**src/rtl/wb_regfile_pkg.sv**
```systemverilog
// -----------------------------------------------------------------------------
// wb_regfile_pkg
// Shared constants for the write-back stage / register file slice.
//   REG_NUM_D, DATA_W_D, ADDR_W_D : default geometry (32 x 32-bit, 5-bit addr)
//   ZERO_WORD, NOP_REG_ADDR       : cleared data word / idle register address
//   RST_ENABLE, WRITE_ENABLE,
//   READ_ENABLE                   : active levels of the control strobes
// Optional feature macro used by this slice: REG_BYPASS_EN.
// -----------------------------------------------------------------------------
package wb_regfile_pkg;

    localparam int REG_NUM_D = 32;
    localparam int DATA_W_D  = 32;
    localparam int ADDR_W_D  = 5;

    localparam logic [DATA_W_D-1:0] ZERO_WORD    = '0;
    localparam logic [ADDR_W_D-1:0] NOP_REG_ADDR = '0;

    localparam logic RST_ENABLE   = 1'b1;
    localparam logic WRITE_ENABLE = 1'b1;
    localparam logic READ_ENABLE  = 1'b1;

endpackage

```
**src/rtl/wb_regfile_array.sv**
```systemverilog
// -----------------------------------------------------------------------------
// wb_regfile_array
// Register storage: REG_NUM x DATA_W array, one synchronous write port and two
// combinational read ports. Register 0 is never written and always reads zero.
// Ports:
//   clk, rst             : clock, synchronous active-high reset (clears array)
//   i_we/i_waddr/i_wdata : write strobe, target, data (commit from the top)
//   i_raddr1, i_raddr2   : read addresses
//   o_rdata1, o_rdata2   : raw array read data (r0 forced to zero)
// -----------------------------------------------------------------------------
module wb_regfile_array
    import wb_regfile_pkg::*;
#(
    parameter int REG_NUM = REG_NUM_D,
    parameter int DATA_W  = DATA_W_D,
    parameter int ADDR_W  = ADDR_W_D
) (
    input  logic              clk,
    input  logic              rst,
    input  logic              i_we,
    input  logic [ADDR_W-1:0] i_waddr,
    input  logic [DATA_W-1:0] i_wdata,
    input  logic [ADDR_W-1:0] i_raddr1,
    input  logic [ADDR_W-1:0] i_raddr2,
    output logic [DATA_W-1:0] o_rdata1,
    output logic [DATA_W-1:0] o_rdata2
);

    logic [DATA_W-1:0] r_mem [REG_NUM];

    always_ff @(posedge clk) begin
        if (rst == RST_ENABLE) begin
            for (int i = 0; i < REG_NUM; i++) begin
                r_mem[i] <= '0;
            end
        end else if (i_we == WRITE_ENABLE && i_waddr != '0) begin
            r_mem[i_waddr] <= i_wdata;
        end
    end

    assign o_rdata1 = (i_raddr1 == '0) ? '0 : r_mem[i_raddr1];
    assign o_rdata2 = (i_raddr2 == '0) ? '0 : r_mem[i_raddr2];

endmodule

```
**src/rtl/wb_regfile.sv**
```systemverilog
// -----------------------------------------------------------------------------
// wb_regfile
// Write-back stage plus general-purpose register file. The upstream write
// request is captured in a one-entry write-back latch and committed into the
// array on the following edge; two combinational read ports feed decode.
// Optional feature: define REG_BYPASS_EN to forward the incoming request and
// the pending latch entry onto the read ports (incoming has priority).
// Ports:
//   clk, rst                       : clock, synchronous active-high reset
//   stall_i, flush_i               : hold / discard the write-back latch
//   waddr_reg_i, we_reg_i, wdata_i : upstream write request
//   re1_i/raddr1_i, re2_i/raddr2_i : read enables and addresses
//   rdata1_o, rdata2_o             : combinational read data
//   wb_we_o, wb_waddr_o, wb_wdata_o: current latch contents (commit trace)
//   commit_cnt_o                   : number of commits to nonzero registers
// -----------------------------------------------------------------------------
module wb_regfile
    import wb_regfile_pkg::*;
#(
    parameter int REG_NUM = REG_NUM_D,
    parameter int DATA_W  = DATA_W_D,
    parameter int ADDR_W  = ADDR_W_D
) (
    input  logic              clk,
    input  logic              rst,
    input  logic              stall_i,
    input  logic              flush_i,
    input  logic [ADDR_W-1:0] waddr_reg_i,
    input  logic              we_reg_i,
    input  logic [DATA_W-1:0] wdata_i,
    input  logic              re1_i,
    input  logic [ADDR_W-1:0] raddr1_i,
    input  logic              re2_i,
    input  logic [ADDR_W-1:0] raddr2_i,
    output logic [DATA_W-1:0] rdata1_o,
    output logic [DATA_W-1:0] rdata2_o,
    output logic              wb_we_o,
    output logic [ADDR_W-1:0] wb_waddr_o,
    output logic [DATA_W-1:0] wb_wdata_o,
    output logic [31:0]       commit_cnt_o
);

    logic              r_wb_we;
    logic [ADDR_W-1:0] r_wb_waddr;
    logic [DATA_W-1:0] r_wb_wdata;
    logic [31:0]       r_commit_cnt;

    logic              w_commit;
    logic [DATA_W-1:0] w_arr_rdata1;
    logic [DATA_W-1:0] w_arr_rdata2;

    // A pending entry commits only on a free-running edge: stall freezes it,
    // flush and reset throw it away.
    assign w_commit = (r_wb_we == WRITE_ENABLE) && (r_wb_waddr != '0) &&
                      !stall_i && !flush_i && (rst != RST_ENABLE);

    always_ff @(posedge clk) begin
        if (rst == RST_ENABLE || flush_i) begin
            r_wb_we    <= 1'b0;
            r_wb_waddr <= NOP_REG_ADDR;
            r_wb_wdata <= ZERO_WORD;
        end else if (!stall_i) begin
            r_wb_we    <= we_reg_i;
            r_wb_waddr <= waddr_reg_i;
            r_wb_wdata <= wdata_i;
        end
    end

    always_ff @(posedge clk) begin
        if (rst == RST_ENABLE) begin
            r_commit_cnt <= '0;
        end else if (w_commit) begin
            r_commit_cnt <= r_commit_cnt + 32'd1;
        end
    end

    wb_regfile_array #(
        .REG_NUM (REG_NUM),
        .DATA_W  (DATA_W),
        .ADDR_W  (ADDR_W)
    ) u_array (
        .clk      (clk),
        .rst      (rst),
        .i_we     (w_commit),
        .i_waddr  (r_wb_waddr),
        .i_wdata  (r_wb_wdata),
        .i_raddr1 (raddr1_i),
        .i_raddr2 (raddr2_i),
        .o_rdata1 (w_arr_rdata1),
        .o_rdata2 (w_arr_rdata2)
    );

    function automatic logic [DATA_W-1:0] read_port(
        input logic              re,
        input logic [ADDR_W-1:0] raddr,
        input logic [DATA_W-1:0] arr_data
    );
        logic [DATA_W-1:0] v;
        v = arr_data;
`ifdef REG_BYPASS_EN
        // Incoming request is younger than the latch, so it wins; a stalled
        // request is not going anywhere and must not be forwarded.
        if (we_reg_i == WRITE_ENABLE && waddr_reg_i == raddr && !stall_i) begin
            v = wdata_i;
        end else if (r_wb_we == WRITE_ENABLE && r_wb_waddr == raddr) begin
            v = r_wb_wdata;
        end
`endif
        if (rst == RST_ENABLE || re != READ_ENABLE || raddr == '0) begin
            v = ZERO_WORD;
        end
        return v;
    endfunction

    always_comb begin
        rdata1_o = read_port(re1_i, raddr1_i, w_arr_rdata1);
        rdata2_o = read_port(re2_i, raddr2_i, w_arr_rdata2);
    end

    assign wb_we_o      = r_wb_we;
    assign wb_waddr_o   = r_wb_waddr;
    assign wb_wdata_o   = r_wb_wdata;
    assign commit_cnt_o = r_commit_cnt;

endmodule

```
**config.mk**
```make
export PLATFORM = sky130hd
export DESIGN_NAME = wb_regfile
export DESIGN_NICKNAME = d
export VERILOG_FILES = /design/src/rtl/wb_regfile_pkg.sv /design/src/rtl/wb_regfile_array.sv /design/src/rtl/wb_regfile.sv
export SDC_FILE = /design/constraint.sdc
export NUM_CORES = 2
export LEC_CHECK = 0
export CORE_MARGIN = 2
export CORE_UTILIZATION = 25
export CTS_CLUSTER_DIAMETER = 200
export DETAILED_ROUTE_END_ITERATION = 8
export SETUP_SLACK_MARGIN = 0.2
export SLEW_MARGIN = 30
export SYNTH_ARGS = -nofsm -noshare
export SYNTH_HDL_FRONTEND = slang
export SYNTH_SLANG_ARGS = --single-unit
```
**constraint.sdc**
```tcl
create_clock -name clk -period 5.95 [get_ports clk]
set_clock_uncertainty 0.1 [all_clocks]
set_input_delay 1.785 -clock clk [delete_from_list [all_inputs] [get_ports clk]]
set_output_delay 1.785 -clock clk [all_outputs]
set_load 0.02 [all_outputs]
```
Yosys cells after proc, flatten, opt, wreduce, memory -nomap -nowiden --
Memory sizes are Yosys's and may differ from the RTL's. Index checks and enable logic that the tools add are counted.
Operators by class: bitwise gates (word level) 3, mux-type cells 12, reduce and logical (&&, ||, !) cells 16, add/sub/neg operators 1
Operator list (count):
- 32-bit 2-to-1 mux | 5
- 32-bit by 1-bit adder with 32-bit output (second input constant) | 1
- 32-bit OR reduction | 1
- 5-bit logical NOT | 2
- 1-bit 2-to-1 mux | 6
- 1-bit logical AND | 5
- 1-bit logical OR | 5
- 5-bit 2-to-1 mux | 1
- 5-bit nonzero test | 1
- 1-bit NOT | 3
- 1-bit logical NOT | 2
Storage, ports and cells: bits in writable memories 1024, input bits 54, bits in registers 70, memories kept 1, output and inout bits 134, logic and storage cells 37
Memory list:
- u_array.r_mem | depth 32, bits a word 32, read ports 2, clocked after memory_dff 0, wr ports 32, RTL line wb_regfile_array.sv:29 | logic [DATA_W-1:0] r_mem [REG_NUM];

Depth between registers and ports, before layout --
depth in word-level cells 11, gate-level depth with buffers 8, depth with buffers taken out 6

Hierarchy --
Synthesis repeated with hierarchy kept, for this count alone.
Second synthesis, totals: cells, all modules 3901, area, all modules 57760.4 sq um
By module, submodules not included:
- wb_regfile_array | instances 1, area each 54253.3 sq um, seq. area each 30749.5 sq um, cells an instance 3502
- wb_regfile | instances 1, area each 3507.1 sq um, seq. area each 1401.3 sq um, cells an instance 399

Least setup slack after synthesis --
No wires, ideal clock.
path type input-to-output, from input port raddr2_i[0], to output port rdata2_o[22], cell stages on the path 7, arrival 3.835 ns, required time 4.065 ns, path slack 0.230 ns, buffers on the path 3, cell sequence buf_2 > buf_1 > buf_2 > mux4_2 > mux2i_1 > o32a_1 > o21ai_0
Between the ends: word-level cells in the longest chain between the ends 3, elaborated cells on any way between the ends 5, classes of those cells mux (2); reduce/logical (2); memory (1)
RTL lines:
- start: declaration | RTL line wb_regfile.sv:34 | input logic [ADDR_W-1:0] raddr2_i,
- memory 32 x 32 bit / 5-bit logical NOT (equally long branches)
- 32-bit 2-to-1 mux / 1-bit logical OR (equally long branches) | RTL line wb_regfile_array.sv:42, wb_regfile.sv:109
- 32-bit 2-to-1 mux (*) | RTL line wb_regfile.sv:109 | if (rst == RST_ENABLE || re != READ_ENABLE || raddr == '0) begin
- end: declaration | RTL line wb_regfile.sv:36 | output logic [DATA_W-1:0] rdata2_o,
Every way passes the cells marked *; elsewhere a longest branch is shown, timed or not.

Worst setup path in the final report --
from input port re1_i, to output port rdata1_o[29]
Between the ends: word-level cells in the longest chain between the ends 4
RTL lines:
- start: declaration | RTL line wb_regfile.sv:31 | input logic re1_i,
- 1-bit NOT | RTL line wb_regfile.sv:109
- 1-bit logical OR (2 in a row) | RTL line wb_regfile.sv:109
- 32-bit 2-to-1 mux | RTL line wb_regfile.sv:109
- end: declaration | RTL line wb_regfile.sv:35 | output logic [DATA_W-1:0] rdata1_o,
No other way between the ends.

==> qor.csv <==
metric,value,unit
TNS Setup,0,ps
GRT Total Usage,0.173,
Seq pwr share,0.474,
Worst Setup Path Type,in2out,
CP max-delay cell,or4_4,
crit path DAT,3840,ps
number of cell rows,176,
largest net degree at the start of global routing,99,
Port-buffer cells,187,
Final setup viols,0,
"CTS clk-pin slew, worst paths",60,ps
"Req. time, crit path",4070,ps
Die H,484,um
switching power total,0.00464,W
area delta synth->final,24.2,%
Hold Path Class,reg2reg,
post-synthesis cell type count,50,
Rel. slew slack,0.417,
CP endpoint kind,output port,
first-pass GRT wire length,293000,um
run status,"finished, final reports clean",
switching share of power,0.251,
Post-synth EDFFs,1024,
GPL Wtd Cong,0.923,
Chip Width,484,um
area of the multi-input gates,0.0245,mm^2
Routed Antenna Nets,0,
Max Fclk,175,MHz
worst-margin pin slew,872,ps
Final min period,5730,ps
register bit total from synthesis,1094,
CP dominant cell by count,buf_12,
Fin. Hold Viols,0,
yosys warns,0,
drt total wl,210000,um
fraction of registers with async set/reset,0,
sequential cell area,0.0322,mm^2
Most used DFF post-synth,edfxtp_1,
CTS HTree Levels,3,
final worst path period share,0.963,
Fin Hold WS,389,ps
"Avg Cell Area, Syn",14.4,um^2
Internal Dissipation,0.0139,W
CP Cell Sequence,clkdlybuf4s50_1 -> nand2b_1 -> or4_4 -> buf_12 -> buf_8 -> o22a_4 -> o221ai_1 -> buf_4 -> buf_12,
CTS tree,yes,
worst skew pair latency,770,ps
total power,0.0185,W
fillers,22500,
Placed Area,0.0665,mm^2
DR vias,38400,
Gate Count Post-Synth,3991,
Critical Path Source Type,input port,
RSZ-0062 raised after global routing,yes,
sequential share of the synthesized area,0.558,
Max IR drop VDD,0.000236,V
IO Pins,188,
CTS Sinks,1094,
Detailed Routing Iterations Pass 1,6,
die area,0.234,mm^2
effective utilization at floorplan,0.251,
share of cells above drive strength 1,0.280,
Clk pwr share,0.401,
worst reg2reg startpoint,wb_we_o,
hold_sp,commit_cnt_o[31],
power per cell area,259,mW/mm^2
vias in the first global route,38900,
GR Overflow Total,0,
Root Buffer,clkbuf_16,
number of buffers created by CTS,112,
Nets,4463,
critical path startpoint,re1_i,
crit-path max FO,10,
initial antenna violation count,18,
Pleak,26.2,nW
combinational power share,0.125,
max-cap check violation count,0,
post-DP HPWL,135000,um
clock buffer depth,3,
design area,0.0715,mm^2
WL per Instance,27.9,um
DRC Markers,0,
CTS Hold Bufs,0,
Netlist Area Pre-Place,0.0576,mm^2
via count normalized by instance count,5.09,
core area,0.229,mm^2
Critical Path Max Stage Delay,500,ps
DRT iter0 DRCs,4244,
"Slew Viols, Final",0,
-- path summary, 6_finish.rpt --
check,end,slack [ps],depth (start not counted)
setup / recovery,rdata1_o[29],220,9
hold / removal,commit_cnt_o[31],390,2
setup reg to reg,u_array.r_mem[7][6],2510,5
hold reg to reg,commit_cnt_o[31],390,2
-- logic make-up after synthesis --
kind of cell,count (synthesis),share of synthesized area
AND/OR/NAND/NOR,1212,0.127
XOR/XNOR,23,0.00350
multiplexers,868,0.236
adder cells (fa/ha/maj),1,0.000217
flip-flops,1094,0.558
buffers and inverters,425,0.0283
AO/OA/AOI/OAI,367,0.0466
other,1,0.0000651
-- per-layer routing --
layer | routed length, um | vias to the layer above | share of wire | track usage
met5 | 90 | - | 0.00043 | 0
met2 | 101000 | 1889 | 0.48 | 0.289
met3 | 17400 | 494 | 0.083 | 0.0308
met1 | 79000 | 19900 | 0.38 | 0.211
met4 | 13100 | 14 | 0.062 | 0.0973
li1 | - | 16100 | - | -
-- flip-flops by register name, summed over array words and instances (netlist names) --
| signal | cells |
|---|---|
| wb_wdata_o | 32 |
| u_array.r_mem | 1024 |
| wb_waddr_o | 5 |
| wb_we_o | 1 |
| commit_cnt_o | 32 |
-- timing repair --
action                                  in CTS  in global routing
endpoints found under the setup margin      64                 41
pin swaps                                    8                  3
resized for setup                          189                 56
cloned                                       2                  9
buffers inserted                            15                 21
-- cell usage in the layout (no fill, tap or decap), drive strengths merged, types with 38 or more instances in the layout --
| cell | netlist | final |
|---|---|---|
| edfxtp | 1024 | 1024 |
| and2 | 995 | 995 |
| buf | 81 | 553 |
| mux2i | 477 | 477 |
| mux4 | 389 | 389 |
| clkbuf | 334 | 160 |
| a22oi | 124 | 124 |
| clkdlybuf4s50 | 0 | 112 |
| nor2 | 90 | 90 |
| dfxtp | 70 | 70 |
| clkinv | 0 | 43 |
| a21oi | 41 | 41 |
| o21ai | 38 | 38 |
-- final cells by class --
class,count,share of cell area
diodes,3,0.000105
clock buffers,146,0.0424
clock inverters,68,0.0106
inverters,10,0.000525
multi-input cells,2503,0.342
flip-flops and latches,1094,0.450
well taps,3026,0.0530
repair buffers,687,0.101
-- power by group through the flow --
stage | Combinational, W | Sequential, W | Clock (W)
final | 0.00231 | 0.00878 | 0.00743
after global routing | 0.00239 | 0.00880 | 0.00780
after CTS | 0.00225 | 0.00877 | 0.00752
after detailed placement | 0.00219 | 0.00893 | 0
after global placement | 0.00219 | 0.00891 | 0
after floorplan | 0.00110 | 0.00888 | 0
-- critical path, delay by kind of cell --
kind / cells / cell delay (ps)
AOI/OAI and AO/OA: 2 / 360
buffers and inverters: 5 / 1100
and+or+nand+nor: 2 / 580
-- Yosys cell counts, drive strengths merged (10+ instances only) --
cell | number | area share
edfxtp | 1024 | 0.53
and2 | 995 | 0.11
mux2i | 477 | 0.083
mux4 | 389 | 0.15
clkbuf | 334 | 0.022
a22oi | 124 | 0.016
nor2 | 90 | 0.0059
buf | 81 | 0.0058
dfxtp | 70 | 0.024
a21oi | 41 | 0.0036
o21ai | 38 | 0.0033
o221ai | 32 | 0.0049
or2 | 32 | 0.0035
a31oi | 31 | 0.0034
o21a | 31 | 0.0040
o22a | 31 | 0.0047
o32a | 31 | 0.0054
xnor2 | 17 | 0.0026
nor3 | 15 | 0.0013
nand2 | 14 | 0.00091
nand3 | 12 | 0.0010
nor4 | 12 | 0.0013
or3 | 11 | 0.0013
inv | 10 | 0.00065
-- through the flow --
stage                util  worst slack (ps)  instances
CTS                 0.309               151       7504
floorplan               -               230       4022
detailed placement  0.290              -510       7273
global route        0.312               180       7536
global placement    0.290              -589       7273
finish              0.312               222       7537
Power figures use the tool's default switching activity.
